[src/rtl/fifo_serial_reader.sv]
// Reads one byte at a time from a FIFO with registered read data and sends it
// as an 8N1 serial frame (start bit, 8 data bits LSB first, stop bit).
module fifo_serial_reader #(
  parameter int unsigned CLKS_PER_BIT = 16
) (
  input  logic       clk,
  input  logic       rst,
  input  logic       en,
  input  logic       fifo_empty,
  input  logic [7:0] fifo_data,
  output logic       fifo_re,
  output logic       tx,
  output logic       busy,
  output logic       frame_done
);

  localparam int unsigned CNT_W = (CLKS_PER_BIT > 2) ? $clog2(CLKS_PER_BIT) : 1;
  localparam logic [CNT_W-1:0] CNT_LAST = CNT_W'(CLKS_PER_BIT - 1);
  localparam logic [CNT_W-1:0] CNT_PRE_LAST = CNT_W'(CLKS_PER_BIT - 2);

  typedef enum logic [2:0] {
    S_IDLE  = 3'd0,
    S_REQ   = 3'd1,
    S_WAIT  = 3'd2,
    S_START = 3'd3,
    S_DATA  = 3'd4,
    S_STOP  = 3'd5
  } state_e;

  state_e           state_q;
  logic [CNT_W-1:0] cnt_q;
  logic [2:0]       bit_idx_q;
  logic [7:0]       shift_q;
  logic             tx_q;
  logic             fifo_re_q;
  logic             busy_q;
  logic             frame_done_q;
  logic [2:0]       next_idx;

  assign next_idx = bit_idx_q + 3'd1;

  // Frame sequencer; every output is loaded alongside the state it belongs to.
  always_ff @(posedge clk) begin
    if (rst) begin
      state_q      <= S_IDLE;
      cnt_q        <= '0;
      bit_idx_q    <= '0;
      shift_q      <= '0;
      tx_q         <= 1'b1;
      fifo_re_q    <= 1'b0;
      busy_q       <= 1'b0;
      frame_done_q <= 1'b0;
    end else begin
      fifo_re_q    <= 1'b0;
      frame_done_q <= 1'b0;
      case (state_q)
        S_IDLE: begin
          if (en && !fifo_empty) begin
            state_q   <= S_REQ;
            fifo_re_q <= 1'b1;
            busy_q    <= 1'b1;
          end
        end
        S_REQ: begin
          state_q <= S_WAIT;
        end
        S_WAIT: begin
          shift_q <= fifo_data;
          cnt_q   <= '0;
          tx_q    <= 1'b0;
          state_q <= S_START;
        end
        S_START: begin
          if (cnt_q == CNT_LAST) begin
            cnt_q     <= '0;
            bit_idx_q <= '0;
            tx_q      <= shift_q[0];
            state_q   <= S_DATA;
          end else begin
            cnt_q <= cnt_q + CNT_W'(1);
          end
        end
        S_DATA: begin
          if (cnt_q == CNT_LAST) begin
            cnt_q <= '0;
            if (bit_idx_q == 3'd7) begin
              tx_q    <= 1'b1;
              state_q <= S_STOP;
            end else begin
              bit_idx_q <= next_idx;
              tx_q      <= shift_q[next_idx];
            end
          end else begin
            cnt_q <= cnt_q + CNT_W'(1);
          end
        end
        S_STOP: begin
          if (cnt_q == CNT_LAST) begin
            cnt_q   <= '0;
            busy_q  <= 1'b0;
            state_q <= S_IDLE;
          end else begin
            cnt_q        <= cnt_q + CNT_W'(1);
            // Registered pulse must be armed one cycle ahead of the last stop cycle.
            frame_done_q <= (cnt_q == CNT_PRE_LAST);
          end
        end
        default: begin
          state_q <= S_IDLE;
          tx_q    <= 1'b1;
          busy_q  <= 1'b0;
        end
      endcase
    end
  end

  assign fifo_re    = fifo_re_q;
  assign tx         = tx_q;
  assign busy       = busy_q;
  assign frame_done = frame_done_q;

endmodule

[config.mk]
export PLATFORM = sky130hd
export DESIGN_NAME = fifo_serial_reader
export DESIGN_NICKNAME = d
export VERILOG_FILES = /design/src/rtl/fifo_serial_reader.sv
export SDC_FILE = /design/constraint.sdc
export NUM_CORES = 1
export LEC_CHECK = 0
export ABC_CLOCK_PERIOD_IN_PS = 4700
export BUFFER_PORTS_ARGS = -buffer_cell sky130_fd_sc_hd__buf_2
export CORE_ASPECT_RATIO = 0.6
export CORE_UTILIZATION = 45
export DETAILED_ROUTE_END_ITERATION = 8
export MAX_ROUTING_LAYER = met4
export PLACE_DENSITY = 0.75
export SETUP_SLACK_MARGIN = 0.1
export SLEW_MARGIN = 20
export SYNTH_ARGS = -nofsm -noshare
export SYNTH_HDL_FRONTEND = slang
export SYNTH_SLANG_ARGS = --single-unit
[constraint.sdc]
create_clock -name clk -period 4.7 [get_ports clk]
set_clock_uncertainty 0.1 [all_clocks]
set_input_delay 0.235 -clock clk [delete_from_list [all_inputs] [get_ports clk]]
set_output_delay 0.235 -clock clk [all_outputs]
set_load 0.01 [all_outputs]
==> results.md, run 1 <==
- Post-synth net total: 139
- Leak: 0.4885 nW
- Post-CTS Repair Setup Buffers: 0
- Crit share post-route: between 40% and 50%
- Diodes inserted: 0
- R2r worst-path depth: 6
- Die W: 65.82 um
- Tot GR Track Use: 19.39%
- TritonCTS Buffers: 3
- Drt drc: 0
- Final Max Slew Viols: 0
- Fin nets: 152
- First-pass GRT wire length: 3.574 mm
- YS warnings: 0
- Crit Path Category: reg -> reg
- Met3 wire length: 116 um
- Crit path capture type: flip-flop
- Hold_sp: fifo_data[5]
- Vias in the first global route: 770
- Max transition margin: 68.75%
- Worst Max-Slew Pin Slew: 0.4688 ns
- Hold Vio Cnt, Final: 0
- Detailed placement HPWL: 1.575 mm
- Largest net degree at the start of global routing: 24
- R2r endpoint: tx
- First DRT Iteration DRCs: 27
- Number of gates resized after cts: 0
- Ratio of cells with drive above 1 in the final layout: 15.56%
- FF+latch count, synth: 22
- P&R area growth vs syn: 13.65%
- Mapped Area: 1100 um^2
- Routed len/inst: 13.10 um
- Worst Path Arrival: 2.06 ns
- GRT overflow: 0
- Initial antenna violation count: 0
- Min Tclk post-route: 2.015 ns
- RSZ-0062 raised after global routing: no
- Register area share after synthesis: about two fifths
- Hold Path Stages: 3
- First-pass DRT Iterations: 4
- Initial Utilization: between 40% and 50%
- Clock sinks: 22
- Placed Area: 1179 um^2
- Post-synth EDFFs: 0
- Max-Cap Viols: 0
- Syn_area_per_cell: a little under 9 um^2
- Reg2Reg Setup Slack: 2.68 ns
- GPL Wtd Cong: 0.8167
- Row count: 13
- Design Area, Final: 1250 um^2
- Worst hold path type: in -> reg
- Required time of the critical path: 4.74 ns
- Hold Path End: shift_q[5]
- Hold Buf Count CTS: 0
- Max Clk Rate: 496.2 MHz
- Setup crit start kind: flip-flop
- Top FF cell, synth: dfxtp_1
- DR top layer: met4
- Netlist cell types: 32
- RR Startpoint: bit_idx_q[0]
- Skew-Pair Late Insertion Delay: 0.26 ns
- CTS max path bufs: 2
- CP max FO: 5
- Post-synth ARST share: 0%
- Wire length on met1: 1.177 mm
- Via density: 5.467
- Cell count after synthesis: 123
- Status: completed
- Die Area: 2652 um^2
- Final setup TNS: 0 ns
- Worst vdd ir: 0.0001990 V
- Boundary pin count: 16
- Clk root buf: clkbuf_8
- H-tree levels: 1
- Vias: 902
- Pwr dens: 325.9 nW/um^2
- Count of final setup violators: 0
- ANT nets after route: 0
- Die H: a little over 40 um
- Routed WL: around 2.2 mm
- I/O Buffers: 15
- Final Core Density: 56.09%
- CTS tree: yes
- # fillers: 191
- Core area: 2228 um^2
- Clock Pin Slew Worst Setup and Hold Paths: 0.08 ns
- Metal2 WL: 857 um
## metal layers
| layer | track usage, % | vias to the layer above |
|---|---|---|
| met2 | 28.06 | 26 |
| met4 | 4.348 | 0 |
| met1 | 25.85 | 411 |
| met3 | 6.818 | 3 |
| li1 | - | 462 |
| met5 | - | - |
## report_power, final
group / internal, mW / switching [mW] / total, mW
Clock: 0.114 / 0.0601 / 0.174
Combinational: 0.0159 / 0.0169 / 0.0328
Sequential: 0.193 / 0.00765 / 0.201
Total: 0.323 / 0.0846 / 0.407
## cell type report
cell class / instances / area (um^2) / share of cell area (%)
multi-input cells: 92 / 618.1 / 49.45
flip-flops and latches: 22 / 440.4 / 35.24
repair buffers: 15 / 75.07 / 6.006
clock buffers: 3 / 41.29 / 3.303
well taps: 30 / 37.54 / 3.003
clock inverters: 1 / 30.03 / 2.402
inverters: 2 / 7.507 / 0.6006
## metrics by stage
stage	cells	power, mW	hold WS (ns)	setup slack [ns]
4_1_cts	165	0.4116	0.1027	2.694
5_1_grt	165	0.4238	0.1185	2.587
3_3_place_gp	161	0.2366	0.3455	2.745
3_5_place_dp	161	0.2372	0.3471	2.708
6_report	165	0.4073	0.1061	2.685
2_1_floorplan	123	0.2268	0.2171	2.794
## cell families after synthesis
family                     share of synthesized area (%)
AOI/OAI and AO/OA                                  13.08
adders and majority gates                          4.551
buffers and inverters                              3.754
DFF                                                40.05
muxes                                              15.93
and+or+nand+nor                                    22.64
## placed cells by master (no fill, tap or decap)
master      n
or4b_1      1
and4_1      1
bufinv_16   1
nand2_1     6
nand3b_1    1
nor2_1     21
a21o_1      2
o21ai_0     5
a2111oi_0   1
nor2b_1     4
mux2i_1    13
a2111oi_1   1
and2_1      3
dfxtp_1    22
nor4_1      1
mux4_2      2
buf_2      15
nor3_1      3
inv_1       2
and3_1      1
nand2b_1    1
and2b_1     1
ha_1        4
clkbuf_8    3
nor3b_1     2
nand4_1     1
a32oi_1     1
a22o_1      1
a21oi_1    10
a41oi_1     1
nand3_1     3
o22a_1      1
## worst max-delay path, cell delays in order, from the launching register on
cell and delay, ns:
dfxtp_1 0.37, ha_1 0.22, ha_1 0.33, mux4_2 0.50
nor2b_1 0.14, o21ai_0 0.14, a32oi_1 0.11
## Yosys cell counts (3+ instances only)
master / count / area share (%)
a21oi_1: 10 / 4.6
and2_1: 3 / 1.7
buf_2: 3 / 1.4
clkbuf_1: 3 / 1.0
dfxtp_1: 22 / 40
ha_1: 4 / 4.6
mux2i_1: 13 / 12
nand2_1: 6 / 2.0
nand3_1: 3 / 1.4
nor2_1: 21 / 7.2
nor2b_1: 4 / 2.3
nor3_1: 3 / 1.4
o21ai_0: 5 / 2.3
## how the worst max path moves through the flow
stage | startpoint | endpoint | slack, ns | cells after the start
after floorplan | bit_idx_q[0] | tx | 2.79 | 6
after global placement | bit_idx_q[0] | tx | 2.74 | 6
after detailed placement | bit_idx_q[0] | tx | 2.71 | 6
after CTS | bit_idx_q[0] | tx | 2.69 | 6
after global routing | bit_idx_q[0] | tx | 2.59 | 6
final | bit_idx_q[0] | tx | 2.68 | 6
## registers in the layout, summed over array words and instances (netlist names)
name / flops
shift_q: 8
bit_idx_q: 3
cnt_q: 4
state_q: 3
busy: 1
tx: 1
frame_done: 1
fifo_re: 1
(Power assumes the default switching activity.)
==> run 2: changes to the inputs <==
--- a/config.mk
+++ b/config.mk
@@ -5,7 +5,8 @@
 export SDC_FILE = /design/constraint.sdc
 export NUM_CORES = 1
 export LEC_CHECK = 0
-export ABC_CLOCK_PERIOD_IN_PS = 4700
+export ABC_AREA = 1
+export ABC_CLOCK_PERIOD_IN_PS = 2000
 export BUFFER_PORTS_ARGS = -buffer_cell sky130_fd_sc_hd__buf_2
 export CORE_ASPECT_RATIO = 0.6
 export CORE_UTILIZATION = 45
==> constraint.sdc (replaced) <==
create_clock -name clk -period 2 [get_ports clk]
set_clock_uncertainty 0.1 [all_clocks]
set_input_delay 0.1 -clock clk [delete_from_list [all_inputs] [get_ports clk]]
set_output_delay 0.1 -clock clk [all_outputs]
set_load 0.01 [all_outputs]
==> results.md, run 2 <==
- Status: finished, violations left
- Failing checks: negative hold slack
- Detailed placement HPWL: 1.844 mm (+17%)
- Top-area cell type share of the netlist area: 39.02% (-1.0 points)
- Tot GR Track Use: 23.08% (+3.7 points)
- Pwr dens: 1324 nW/um^2 (+310%)
- H-tree levels: 1 (unchanged)
- CTS max path bufs: 2 (unchanged)
- Clk root buf: clkbuf_8
- Critical Path Sink: tx
- # fillers: 222 (+16%)
- Die W: 66.65 um (+1.3%)
- Setup crit start kind: flip-flop
- Most frequent cell after synthesis: nand2_1
- YS warnings: 0 (unchanged)
- Final Core Density: 61.15% (+5.1 points)
- Initial Utilization: 49.92% (+0.56 points)
- Post-synth EDFFs: 0 (unchanged)
- Cell accounting for the most synthesized area: dfxtp_1
- Final Max Slew Viols: 0 (unchanged)
- Most common cell after layout, fill and taps aside: nand2_1
- Top FF cell, synth: dfxtp_1
- Count of final setup violators: 0 (unchanged)
- Via density: 5.051 (-7.6%)
- P&R area growth vs syn: 22.51%
- Netlist cell types: 25 (-22%)
- Cell count after synthesis: 159 (+29%)
- Hold Vio Cnt, Final: 1 (+1)
- Required time of the critical path: 2.07 ns (-2.67 ns)
- Top cells by count, synth: nand2_1 (31), nor2_1 (29), dfxtp_1 (22)
- Vias: 1081 (+20%)
- Number of gates resized after cts: 0 (unchanged)
- Crit-path max cell delay: 0.38 ns (-0.12 ns)
- Diodes inserted: 0 (unchanged)
- R2r endpoint: tx
- Worst Path Arrival: 1.72 ns (-0.34 ns)
- Clock Pin Slew Worst Setup and Hold Paths: 0.08 ns (about the same)
- Syn_area_per_cell: 7.098 um^2 (-21%)
- Skew-Pair Late Insertion Delay: 0.27 ns (about the same)
- RR Startpoint: bit_idx_q[0]
- CP most frequent cell: nand2_1
- Routed len/inst: 11.83 um (-9.7%)
- Worst path slowest cell: dfxtp_1
- Worst Max-Slew Pin Slew: 0.4356 ns (-0.03326 ns)
- Design Area, Final: 1383 um^2 (+11%)
- Placed Area: 1221 um^2 (+3.6%)
- Post-CTS Repair Setup Buffers: 0 (unchanged)
- Crit Path Category: reg -> reg
- Buf/Inv on CP: 1 (+1)
- ANT nets after route: 0 (unchanged)
- Crit path capture type: flip-flop
- Critical Path Start: bit_idx_q[0]
- Final setup TNS: 0 ns (unchanged)
- Reg2Reg Setup Slack: 0.35 ns (-2.34 ns)
- Leak: 0.6100 nW (+25%)
- Pwr Total: 1.831 mW (+350%)
- Kind of cell adding the most delay to the critical path: adder cells
- Max Clk Rate: 605.7 MHz (+22%)
- Min Tclk post-route: 1.651 ns (-0.3643 ns)
- FF+latch count, synth: 22 (unchanged)
- Vias in the first global route: 936 (+22%)
- TritonCTS Buffers: 3 (unchanged)
- Clock sinks: 22 (unchanged)
- Crit share post-route: 82.55% (+40 points)
- Hold Slack: -0.0001232 ns (-0.1062 ns)
- Top flop regs: shift_q (8), cnt_q (4)
- Die Area: 2719 um^2 (+2.5%)
- Largest net degree at the start of global routing: 16 (-33%)
- Row count: 13 (unchanged)
- Most flops, register: shift_q
- CP max FO: 7 (+2)
- Post-synth ARST share: 0% (unchanged)
- Critical-path cell list: ha_1 > ha_1 > inv_1 > nand3_1 > nand3_1 > nand2_1 > nand2_1 > nand2_1 > nand2_1 > nand2_1
- GRT overflow: 0 (unchanged)
- GPL Wtd Cong: 0.8580 (+5.1%)
- Synth top area cells: dfxtp_1 (39%), nand2_1 (10%), nor2_1 (9.6%), o21ai_0 (5.3%), a21oi_1 (4.9%)
- CTS tree: yes
- Die H: 40.79 um (+1.2%)
- Fin nets: 201 (+32%)
- Core area: 2261 um^2 (+1.5%)
- First DRT Iteration DRCs: 79 (+190%)
- Mapped Area: 1129 um^2 (+2.6%)
- First-pass GRT wire length: 4.319 mm (+21%)
- Worst vdd ir: 0.0006581 V (+230%)
- Drt drc: 0 (unchanged)
- Worst hold path type: in -> reg
- Max FFs per register: 8 (unchanged)
- First-pass DRT Iterations: 4 (unchanged)
- Max-Cap Viols: 0 (unchanged)
- Initial antenna violation count: 0 (unchanged)
- I/O Buffers: 15 (unchanged)
- Ratio of cells with drive above 1 in the final layout: 18.48% (+2.9 points)
- Register area share after synthesis: 39.02% (-1.0 points)
- Hold Buf Count CTS: 9 (+9)
- Worst path depth: 10 (+4)
- RSZ-0062 raised after global routing: no
- R2r worst-path depth: 10 (+4)
- Max transition margin: 70.92% (+2.2 points)
- Routed WL: 2.531 mm (+17%)
- Most frequent cells in the layout: nand2_1 (31), nor2_1 (29), dfxtp_1 (22)
- Post-synth net total: 175 (+26%)
- Boundary pin count: 16 (unchanged)
## run 2: kinds of logic after synthesis
family	after synthesis	synth area share, %
AND/OR/NAND/NOR	84	34.92
AO/OA/AOI/OAI	30	14.08
flip-flops	22	39.02
buffers and inverters	18	6.762
adder cells (fa/ha/maj)	4	4.435
XOR/XNOR	1	0.7762
## run 2: final cells by class
cell class | count | area (um^2) | share of cell area [%]
sequential | 22 | 440.4 | 31.86
clock buffer | 3 | 41.29 | 2.986
multi-input combinational | 119 | 611.8 | 44.25
timing repair buffer | 24 | 165.2 | 11.95
clock inverter | 1 | 30.03 | 2.172
tap | 30 | 37.54 | 2.715
inverter | 15 | 56.30 | 4.072
## run 2: metal layers
layer	global-route usage, %	up-vias	wire [um]
met4	4.787	0	15
met2	32.58	26	988
met5	-	-	0
met3	6.111	2	135
met1	32.62	487	1391
li1	-	566	-
## run 2: power breakdown
| group | internal [mW] | switching [mW] |
|---|---|---|
| combinational | 0.264 | 0.482 |
| clock | 0.268 | 0.154 |
| sequential | 0.550 | 0.113 |
| total | 1.08 | 0.749 |
## run 2: how the worst min path moves through the flow
| stage | from | to | slack [ns] | depth (start not counted) |
|---|---|---|---|---|
| after floorplan | fifo_empty | fifo_re | 0.08 | 1 |
| after global placement | fifo_empty | fifo_re | 0.19 | 2 |
| after detailed placement | fifo_empty | fifo_re | 0.20 | 2 |
| after CTS | en | fifo_re | 0.001 | 3 |
| after global routing | en | fifo_re | 0.02 | 3 |
| final | en | fifo_re | -0.0001 | 3 |
## run 2: worst register-to-register path: cells and delay by family (launching register included)
| kind | cells | cell delay [ns] |
|---|---|---|
| and+or+nand+nor | 7 | 0.42 |
| buffers and inverters | 1 | 0.11 |
| adders and majority gates | 2 | 0.54 |
| DFF | 1 | 0.38 |
## run 2: through the flow
step                setup slack, ns  hold WS [ns]  std cells
global route                 0.2230       0.01925        214
detailed placement           0.4042        0.1954        201
CTS                          0.3905      0.001085        214
finish                       0.3491    -0.0001232        214
global placement             0.4655        0.1893        201
floorplan                    0.5125       0.07592        159
==> run 3: changes to the inputs <==
--- a/config.mk
+++ b/config.mk
@@ -6,13 +6,13 @@
 export NUM_CORES = 1
 export LEC_CHECK = 0
 export ABC_AREA = 1
-export ABC_CLOCK_PERIOD_IN_PS = 2000
+export ABC_CLOCK_PERIOD_IN_PS = 1400
 export BUFFER_PORTS_ARGS = -buffer_cell sky130_fd_sc_hd__buf_2
 export CORE_ASPECT_RATIO = 0.6
 export CORE_UTILIZATION = 45
 export DETAILED_ROUTE_END_ITERATION = 8
 export MAX_ROUTING_LAYER = met4
-export PLACE_DENSITY = 0.75
+export PLACE_DENSITY = 0.78
 export SETUP_SLACK_MARGIN = 0.1
 export SLEW_MARGIN = 20
 export SYNTH_ARGS = -nofsm -noshare
==> constraint.sdc (replaced) <==
create_clock -name clk -period 1.4 [get_ports clk]
set_clock_uncertainty 0.1 [all_clocks]
set_input_delay 0.07 -clock clk [delete_from_list [all_inputs] [get_ports clk]]
set_output_delay 0.07 -clock clk [all_outputs]
set_load 0.01 [all_outputs]
==> results.md, run 3 (synthesis gave the netlist of run 2 again) <==
- Boundary pin count: 16 (unchanged)
- First DRT Iteration DRCs: 95 (+20%)
- Max transition margin: 81.94% (+11 points)
- Final Max Slew Viols: 0 (unchanged)
- Largest net degree at the start of global routing: 16 (unchanged)
- Vias in the first global route: 1109 (+18%)
- CP max FO: 3 (-4)
- Drt drc: 0 (unchanged)
- Failing checks: negative setup slack
- Clock Pin Slew Worst Setup and Hold Paths: 0.08 ns (about the same)
- Crit-path max cell delay: 0.35 ns (-0.03 ns)
- Pwr dens: 1876 nW/um^2 (+42%)
- TritonCTS Buffers: 3 (unchanged)
- Most common cell after layout, fill and taps aside: nor2_1
- Worst Slack Setup Final: -0.07346 ns (-0.4225 ns)
- First-pass DRT Iterations: 5 (+1)
- Skew-Pair Late Insertion Delay: 0.27 ns (about the same)
- Worst Path Arrival: 1.54 ns (-0.18 ns)
- Die W: 66.65 um (unchanged)
- GRT overflow: 0 (unchanged)
- RSZ-0062 raised after global routing: yes
- ANT nets after route: 0 (unchanged)
- Initial antenna violation count: 0 (unchanged)
- First-pass GRT wire length: 4.719 mm (+9.3%)
- Vias: 1313 (+21%)
- Initial Utilization: 49.92% (unchanged)
- Min Tclk post-route: 1.473 ns (-0.1775 ns)
- Worst Max-Slew Pin Slew: 0.2708 ns (-0.1647 ns)
- R2r worst-path depth: 10 (unchanged)
- Hold Path End: busy
- Hold Path Stages: 2 (-1)
- Final Core Density: 76.98% (+16 points)
- Row count: 13 (unchanged)
- Routed WL: 3.633 mm (+44%)
- R2r endpoint: tx
- Hold Vio Cnt, Final: 0 (-1)
- Most frequent cells in the layout: nor2_1 (27), nand2_1 (26), buf_4 (16)
- Hold_sp: busy
- Leak: 0.7344 nW (+20%)
- Most flops, register: shift_q
- Worst vdd ir: 0.0009072 V (+38%)
- Top flop regs: shift_q (8), cnt_q (4)
- Worst path slowest cell: dfxtp_2
- CTS max path bufs: 2 (unchanged)
- Die H: 40.79 um (unchanged)
- Placed cell count: 213 (+6.0%)
- Finished Layout Cells: 235 (+9.8%)
- Clk root buf: clkbuf_8
- Tot GR Track Use: 25.29% (+2.2 points)
- P&R area growth vs syn: 54.21%
- I/O Buffers: 15 (unchanged)
- Routed len/inst: 15.46 um (+31%)
- Die Area: 2719 um^2 (unchanged)
- Crit Path Category: reg -> reg
- Core area: 2261 um^2 (unchanged)
- Clock sinks: 22 (unchanged)
- RR Startpoint: bit_idx_q[0]
- Design Area, Final: 1740 um^2 (+26%)
- Crit path capture type: flip-flop
- Crit share post-route: 105.2% (+23 points)
- Status: finished, violations left
- Diodes inserted: 0 (unchanged)
- Detailed placement HPWL: 2.030 mm (+10%)
- H-tree levels: 1 (unchanged)
- Pre-CTS setup slack: 0.009332 ns (-0.3948 ns)
- GPL Wtd Cong: 0.8536 (-0.51%)
- Count of final setup violators: 1 (+1)
- Fin nets: 222 (+10%)
- Via density: 5.587 (+11%)
- Max-Cap Viols: 0 (unchanged)
- Hold Slack: 0.3434 ns (+0.3435 ns)
- CTS tree: yes
- Setup crit start kind: flip-flop
- Placed Area: 1343 um^2 (+9.9%)
- Pwr Total: 3.265 mW (+78%)
- Reg2Reg Setup Slack: -0.07 ns (-0.42 ns)
- CP most frequent cell: nand2_1
- Ratio of cells with drive above 1 in the final layout: 41.46% (+23 points)
- Critical-path cell list: ha_4 > ha_4 > inv_4 > nand3_2 > nand2_1 > nor2_1 > nor2_1 > nand2_1 > nand2_1 > nand2_1
- Max FFs per register: 8 (unchanged)
- Required time of the critical path: 1.47 ns (-0.60 ns)
- Max Clk Rate: 678.7 MHz (+12%)
- Final setup TNS: -0.07346 ns (-0.07346 ns)
- Worst hold path type: reg -> reg
run 3: final cells by class:
type	count	area [um^2]
tap	30	37.54
timing repair buffer	44	342.8
clock inverter	1	30.03
sequential	22	454.2
fill	151	520.5
timing repair inverter	1	7.507
multi-input combinational	119	757.0
inverter	15	70.07
clock buffer	3	41.29
run 3: timing repair:
| action | in CTS | in global routing |
|---|---|---|
| setup endpoints to repair | 7 | 18 |
| pin swaps | 1 | 12 |
| gates resized for setup | 17 | 29 |
| hold buffers | 11 | 0 |
| hold endpoints to repair | 12 | 0 |
| cloned | 0 | 1 |
| buffers inserted | 1 | 5 |
run 3: worst max path at each step:
stage	to	slack (ns)	cells past startpoint	from
after global placement	state_q[0]	0.05	6	cnt_q[0]
after CTS	tx	0.001	10	bit_idx_q[0]
after global routing	tx	-0.1	10	bit_idx_q[0]
final	tx	-0.07	10	bit_idx_q[0]
after detailed placement	tx	0.009	10	bit_idx_q[1]
after floorplan	tx	0.07	10	bit_idx_q[0]
run 3: worst max-delay path, delay by kind of cell (launching register included):
kind	cells	cell delay, ns
adders and majority gates	2	0.39
buffers and inverters	1	0.07
DFF	1	0.35
and+or+nand+nor	7	0.47
run 3: metal layers:
| layer | routed length, um | part of all wire [%] | vias up | track usage [%] |
|---|---|---|---|---|
| met5 | 0 | 0 | - | - |
| met3 | 411 | 11 | 21 | 8.056 |
| met2 | 1610 | 44 | 102 | 42.42 |
| li1 | - | - | 608 | - |
| met4 | 119 | 3.3 | 0 | 7.979 |
| met1 | 1492 | 41 | 582 | 29.70 |
run 3: power breakdown:
group | switching [mW] | internal (mW)
Clock | 0.225 | 0.382
Combinational | 1.05 | 0.655
Sequential | 0.145 | 0.808
Total | 1.42 | 1.85
